<file path="src/rtl/tipi_link_pkg.sv">
// ---------------------------------------------------------------------------
// tipi_link_pkg
// Shared constants for the TIPI serial register link sequencer:
//   - command opcodes presented on cmd_op
//   - FSM state codes (kept as plain localparams for legacy tools)
//   - PHASES: r_clk half-periods that make up one transaction
//   - op_is_read(): decodes an opcode into the link direction
// ---------------------------------------------------------------------------
package tipi_link_pkg;

    localparam int PHASES = 18;

    localparam logic [1:0] OP_RD_TC = 2'b00;
    localparam logic [1:0] OP_RD_TD = 2'b01;
    localparam logic [1:0] OP_WR_RC = 2'b10;
    localparam logic [1:0] OP_WR_RD = 2'b11;

    localparam logic [2:0] IDLE     = 3'd0;
    localparam logic [2:0] SETUP    = 3'd1;
    localparam logic [2:0] LOAD_HI  = 3'd2;
    localparam logic [2:0] BIT_LO   = 3'd3;
    localparam logic [2:0] BIT_HI   = 3'd4;
    localparam logic [2:0] LATCH_LO = 3'd5;
    localparam logic [2:0] LATCH_HI = 3'd6;
    localparam logic [2:0] DONE     = 3'd7;

    // Reads pull TC/TD from the CPLD (TI-originated registers).
    function automatic logic op_is_read(input logic [1:0] op);
        return (op == OP_RD_TC) || (op == OP_RD_TD);
    endfunction

endpackage

</file>
<file path="src/rtl/tipi_sync2.sv">
// ---------------------------------------------------------------------------
// tipi_sync2
// Two-flop synchronizer for a single asynchronous level from the CPLD.
// Ports:
//   clk    in   system clock
//   reset  in   synchronous, active-high; clears both stages
//   d_i    in   asynchronous input level
//   q_o    out  synchronized level, two clk cycles of latency
// ---------------------------------------------------------------------------
module tipi_sync2 (
    input  logic clk,
    input  logic reset,
    input  logic d_i,
    output logic q_o
);

    logic meta_q;
    logic sync_q;

    // NOTE: non-blocking assignments here make both stages sample the values
    // from before the edge; blocking would collapse the chain into one flop.
    always_ff @(posedge clk) begin
        if (reset) begin
            meta_q <= 1'b0;
            sync_q <= 1'b0;
        end else begin
            meta_q <= d_i;
            sync_q <= meta_q;
        end
    end

    assign q_o = sync_q;

endmodule

</file>
<file path="src/rtl/tipi_link_seq.sv">
// ---------------------------------------------------------------------------
// tipi_link_seq
// Host-side sequencer for the TIPI CPLD serial register link. One parallel
// command (read TC/TD, write RC/RD) becomes a timed 18-phase load/shift/latch
// pulse train on r_clk/r_le/r_dout with r_rt/r_cd selecting the register.
// Ports:
//   clk, reset           system clock, synchronous active-high reset
//   cmd_valid/cmd_ready  command handshake; cmd_op, cmd_wdata the command
//   rsp_valid            one-cycle completion pulse; rsp_rdata last read byte
//   busy                 transaction in progress (SETUP through DONE)
//   r_clk, r_cd, r_rt,
//   r_le, r_dout         registered link outputs to the CPLD
//   r_din, r_reset       asynchronous link inputs from the CPLD
// ---------------------------------------------------------------------------
module tipi_link_seq
    import tipi_link_pkg::*;
#(
    parameter int CLK_DIV = 4,
    parameter int CNT_W   = 8
) (
    input  logic       clk,
    input  logic       reset,
    input  logic       cmd_valid,
    output logic       cmd_ready,
    input  logic [1:0] cmd_op,
    input  logic [0:7] cmd_wdata,
    output logic       rsp_valid,
    output logic [0:7] rsp_rdata,
    output logic       busy,
    output logic       r_clk,
    output logic       r_cd,
    output logic       r_rt,
    output logic       r_le,
    output logic       r_dout,
    input  logic       r_din,
    input  logic       r_reset
);

    localparam logic [CNT_W-1:0] DIV_LAST = CNT_W'(CLK_DIV - 1);
    localparam logic [CNT_W-1:0] DIV_ONE  = CNT_W'(1);

    logic       r_din_s;
    logic       r_reset_s;

    logic [2:0]       state_q, state_d;
    logic [CNT_W-1:0] div_q,   div_d;
    logic [2:0]       bit_q,   bit_d;
    logic             rd_q,    rd_d;
    logic [0:7]       sh_q,    sh_d;
    logic [0:7]       rdata_q, rdata_d;
    logic             clk_q,   clk_d;
    logic             le_q,    le_d;
    logic             rt_q,    rt_d;
    logic             cd_q,    cd_d;
    logic             dout_q,  dout_d;

    tipi_sync2 u_sync_din (
        .clk   (clk),
        .reset (reset),
        .d_i   (r_din),
        .q_o   (r_din_s)
    );

    tipi_sync2 u_sync_reset (
        .clk   (clk),
        .reset (reset),
        .d_i   (r_reset),
        .q_o   (r_reset_s)
    );

    // Link outputs are computed for the state being entered and registered,
    // so r_rt/r_cd/r_le/r_dout only move together with a falling r_clk.
    always_comb begin
        // NOTE: every next-state signal takes its current value first, so no
        // branch leaves one unassigned and no latch is inferred.
        state_d = state_q;
        div_d   = div_q;
        bit_d   = bit_q;
        rd_d    = rd_q;
        sh_d    = sh_q;
        rdata_d = rdata_q;
        clk_d   = clk_q;
        le_d    = le_q;
        rt_d    = rt_q;
        cd_d    = cd_q;
        dout_d  = dout_q;

        if (r_reset_s) begin
            // CPLD-requested abort: link back to idle levels, read data kept.
            state_d = IDLE;
            clk_d   = 1'b0;
            le_d    = 1'b0;
            rt_d    = 1'b0;
            cd_d    = 1'b0;
            dout_d  = 1'b0;
        end else begin
            case (state_q)
                IDLE: begin
                    if (cmd_valid) begin
                        state_d = SETUP;
                        div_d   = DIV_LAST;
                        bit_d   = 3'd0;
                        rd_d    = op_is_read(cmd_op);
                        sh_d    = cmd_wdata;
                        clk_d   = 1'b0;
                        rt_d    = op_is_read(cmd_op);
                        cd_d    = cmd_op[0];
                        le_d    = op_is_read(cmd_op);
                        dout_d  = op_is_read(cmd_op) ? 1'b0 : cmd_wdata[0];
                    end
                end
                DONE: state_d = IDLE;
                default: begin
                    if (div_q != '0) begin
                        div_d = div_q - DIV_ONE;
                    end else begin
                        div_d = DIV_LAST;
                        case (state_q)
                            SETUP: begin
                                state_d = rd_q ? LOAD_HI : BIT_HI;
                                clk_d   = 1'b1;
                            end
                            LOAD_HI: begin
                                state_d = BIT_LO;
                                clk_d   = 1'b0;
                                le_d    = 1'b0;
                            end
                            BIT_LO: begin
                                state_d = BIT_HI;
                                clk_d   = 1'b1;
                                // Capture in the last LO cycle: the CPLD bit has
                                // been stable for a whole phase by now.
                                if (rd_q) sh_d = {sh_q[1:7], r_din_s};
                            end
                            BIT_HI: begin
                                clk_d = 1'b0;
                                if (bit_q != 3'd7) begin
                                    state_d = BIT_LO;
                                    bit_d   = bit_q + 3'd1;
                                    if (!rd_q) begin
                                        sh_d   = {sh_q[1:7], 1'b0};
                                        dout_d = sh_q[1];
                                    end
                                end else if (rd_q) begin
                                    state_d = DONE;
                                    rdata_d = sh_q;
                                end else begin
                                    state_d = LATCH_LO;
                                    le_d    = 1'b1;
                                    dout_d  = 1'b0;
                                end
                            end
                            LATCH_LO: begin
                                state_d = LATCH_HI;
                                clk_d   = 1'b1;
                            end
                            LATCH_HI: begin
                                state_d = DONE;
                                clk_d   = 1'b0;
                                le_d    = 1'b0;
                            end
                            default: state_d = IDLE;
                        endcase
                    end
                end
            endcase
        end
    end

    always_ff @(posedge clk) begin
        if (reset) begin
            state_q <= IDLE;
            div_q   <= '0;
            bit_q   <= 3'd0;
            rd_q    <= 1'b0;
            sh_q    <= 8'h00;
            rdata_q <= 8'h00;
            clk_q   <= 1'b0;
            le_q    <= 1'b0;
            rt_q    <= 1'b0;
            cd_q    <= 1'b0;
            dout_q  <= 1'b0;
        end else begin
            state_q <= state_d;
            div_q   <= div_d;
            bit_q   <= bit_d;
            rd_q    <= rd_d;
            sh_q    <= sh_d;
            rdata_q <= rdata_d;
            clk_q   <= clk_d;
            le_q    <= le_d;
            rt_q    <= rt_d;
            cd_q    <= cd_d;
            dout_q  <= dout_d;
        end
    end

    assign cmd_ready = (state_q == IDLE) && !r_reset_s;
    assign busy      = (state_q != IDLE);
    assign rsp_valid = (state_q == DONE);
    assign rsp_rdata = rdata_q;
    assign r_clk     = clk_q;
    assign r_le      = le_q;
    assign r_rt      = rt_q;
    assign r_cd      = cd_q;
    assign r_dout    = dout_q;

endmodule

</file>
<file path="config.mk">
export PLATFORM = sky130hd
export DESIGN_NAME = tipi_link_seq
export DESIGN_NICKNAME = d
export VERILOG_FILES = /design/src/rtl/tipi_link_pkg.sv /design/src/rtl/tipi_sync2.sv /design/src/rtl/tipi_link_seq.sv
export SDC_FILE = /design/constraint.sdc
export NUM_CORES = 1
export LEC_CHECK = 0
export ABC_AREA = 1
export CORE_UTILIZATION = 48
export CTS_CLUSTER_DIAMETER = 150
export DETAILED_ROUTE_END_ITERATION = 7
export GPL_TIMING_DRIVEN = 0
export PLACE_DENSITY = 0.83
export SETUP_SLACK_MARGIN = 0.2
export SLEW_MARGIN = 40
export SYNTH_ARGS = -nofsm -noshare
export SYNTH_HDL_FRONTEND = slang
export SYNTH_SLANG_ARGS = --single-unit
</file>
<file path="constraint.sdc">
create_clock -name clk -period 1.7 [get_ports clk]
set_clock_uncertainty 0.2 [all_clocks]
set_input_delay 0.17 -clock clk [delete_from_list [all_inputs] [get_ports clk]]
set_output_delay 0.17 -clock clk [all_outputs]
set_load 0.1 [all_outputs]
</file>
==> metrics <==
pin count of the biggest net entering global routing=14; syn_nets=350; CTS max path bufs=2; layout cells sized above 1=41.3%; post-DP HPWL=3220 µm; GR Overflow Total=0; final worst-path cycle share=113%; status=finished with violations; Worst Setup EP=rsp_rdata[3]; worst reg2reg path startpoint=state_q[0]; CP max-delay cell=dfxtp_4; DIE HEIGHT=68.1 µm; Post-DRT Antenna Nets=0; wire per inst=18.5 µm; Max-slew headroom=roughly two thirds; RSZ-0062 raised after global routing=yes; sequential area share after synthesis=38.2%; data required time of the worst path=between 1.5 and 2 ns; clock root cell=clkbuf_8; Final Max Slew Viols=0; Lkg Pwr=1.62 nW; Crit. End Element=flop; pwr/cell area=around 1100 mW/mm²; dpl ws=-0.183 ns; VDD IR max=between 0.8 and 0.9 mV; PortBufs=30; Initial DRC Count=324; max_cap viols=0; global-route wire length before repair=10400 µm; ant diodes=0; Placement Cell Area=~0.0024 mm²; Num Clock Sinks=40; startpoint types=flop; CTS clk-pin slew, worst paths=0.09 ns; reg2reg setup slack=-0.22 ns; commonest cells after routing, fill and taps aside=71 x nand2_1, 43 x nor2_1, 42 x inv_1; final wirelength=approximately 8400 µm; Vias=~2600; Yosys cell types=26; worst setup path class=reg2reg; Clk Latency, worst-skew pair=0.31 ns; Die Wd=68.1 µm; Mapped Cells=332; vias in the first global route=between 2000 and 2500; violated checks=setup timing; reg2reg end=rsp_rdata[3]; number of remaining DRC errors=0; Die ar.=around 0.0046 mm²; final hold violation count=0; All-Layer GR Usage=roughly 31%; initial antenna violation count=0; Initial Utilization=51.3%; Fillers=around 210; Util after Layout=82.2%; Hold WS=0.170 ns; R2R depth=10; GP Congestion=0.804; crit-path most repeated cell=buf_6; # setup viols final=27; Pre-Repair DR Iteration Count=6; Syn Area/Cell=around 6.3 µm²; core footprint=roughly 0.004 mm²; Synth Cell Area=0.00209 mm²; clock tree from TritonCTS=built; IO Pins=31; Worst Setup SP=state_q[0]; synthesis-to-finish area growth=60.4%; final instance area=0.00336 mm²; crit-path cells=nor2_4 > buf_6 > buf_6 > nand3_4 > nor2_4 > nand2_4 > buf_6 > nand2_2 > nand2_2 > nor2_2; H-tree Lvls=2; worst-path fanout max=5; Ys Warns=0; most common cell after layout, fill and taps aside=nand2_1; vias per cell=5.75; CTS Buf Count=5; CP max stage delay=about 0.36 ns; TNS Setup=-2.83 ns; Site Rows=23; #FFs+latches synth=40; fin crit period=~1.9 ns; Worst Tran Pin Value=about 0.49 ns; type of the worst min-delay path=in2reg; fin worst setup slack=-0.221 ns; Layout Nets=424; FMAX=between 0.5 and 0.6 GHz; crit path DAT=around 2.0 ns
## sequential cells by signal (all words and copies together), names as in the netlist, 3 cells and up
register	cells
bit_q	3
div_q	8
rsp_rdata	8
sh_q	8
state_q	3
## cell type report
cell class	instances	area, µm²	area share (%)
clock buffer	6	82.6	2.46
inverter	56	225	6.70
sequential	40	811	24.1
clock inverter	2	38.8	1.15
multi-input combinational	230	1430	42.5
buffer	6	67.6	2.01
timing repair buffer	67	646	19.2
tap	50	62.6	1.86
## synthesized netlist by cell type
cell type / count / area share (%)
a21oi_1: 11 / 2.6
buf_2: 2 / 0.48
buf_4: 2 / 0.72
clkbuf_1: 2 / 0.36
clkinv_1: 2 / 0.36
dfxtp_1: 40 / 38
ha_1: 3 / 1.8
inv_1: 48 / 8.6
inv_2: 6 / 1.1
nand2_1: 97 / 17
nand2_2: 5 / 1.5
nand2_4: 1 / 0.54
nand3_1: 23 / 5.5
nand3_2: 1 / 0.48
nand3b_1: 2 / 0.72
nor2_1: 61 / 11
nor2_2: 5 / 1.5
nor2_4: 4 / 2.2
nor3_1: 3 / 0.72
nor3b_1: 2 / 0.72
nor3b_2: 1 / 0.60
o21ai_0: 6 / 1.4
o21ai_1: 2 / 0.48
o21ai_2: 1 / 0.42
o22ai_1: 1 / 0.30
xor2_1: 1 / 0.42
## power by group
part           leakage [nW]  internal [mW]  switching [mW]
Clock                0.0614          0.480           0.368
Combinational          1.23          0.605           0.988
Sequential            0.330           1.04           0.108
Total                  1.62           2.13            1.46
## worst max-delay path, delay by kind of cell (launching register included)
family / cells / cell delay, ns
and+or+nand+nor: 7 / 0.90
DFF: 1 / 0.36
buffers and inverters: 3 / 0.40
## worst min path at each step
stage | startpoint | to | cells past startpoint
2_1_floorplan | reset | div_q[7] | 1
3_3_place_gp | u_sync_reset.meta_q | u_sync_reset.q_o | 2
3_5_place_dp | u_sync_reset.meta_q | u_sync_reset.q_o | 2
4_1_cts | r_reset | u_sync_reset.meta_q | 3
5_1_grt | r_reset | u_sync_reset.meta_q | 3
6_report | r_reset | u_sync_reset.meta_q | 3
## kinds of logic after synthesis
| kind of cell | after synthesis | share of synthesized area [%] |
|---|---|---|
| AO/OA/AOI/OAI | 21 | 5.26 |
| XOR/XNOR | 1 | 0.418 |
| adder cells (fa/ha/maj) | 3 | 1.79 |
| buffers and inverters | 62 | 11.6 |
| flip-flops | 40 | 38.2 |
| AND/OR/NAND/NOR | 205 | 42.7 |
## what timing repair did
| item | CTS | global route |
|---|---|---|
| buffers inserted | 28 | 7 |
| setup endpoints to repair | 39 | 39 |
| resized for setup | 75 | 68 |
| pin swaps | 23 | 33 |
| gates cloned | 2 | 0 |
| hold buffers | 0 | 0 |
## metal layers
| layer | wire (µm) | part of all wire, % | GRT usage, % | vias up |
|---|---|---|---|---|
| met2 | 3910 | 46 | 48.4 | 200 |
| met4 | 543 | 6.4 | 20.1 | 0 |
| met3 | 736 | 8.7 | 8.67 | 62 |
| li1 | - | - | - | 1149 |
| met5 | 0 | 0 | 0 | - |
| met1 | 3240 | 38 | 36.9 | 1217 |
## metrics by stage
stage	total power [mW]	instances
after global placement	2.08	412
final	3.59	457
after CTS	3.25	450
after detailed placement	2.08	412
after global routing	3.70	457
after floorplan	1.89	332
Power figures use the tool's default switching activity.
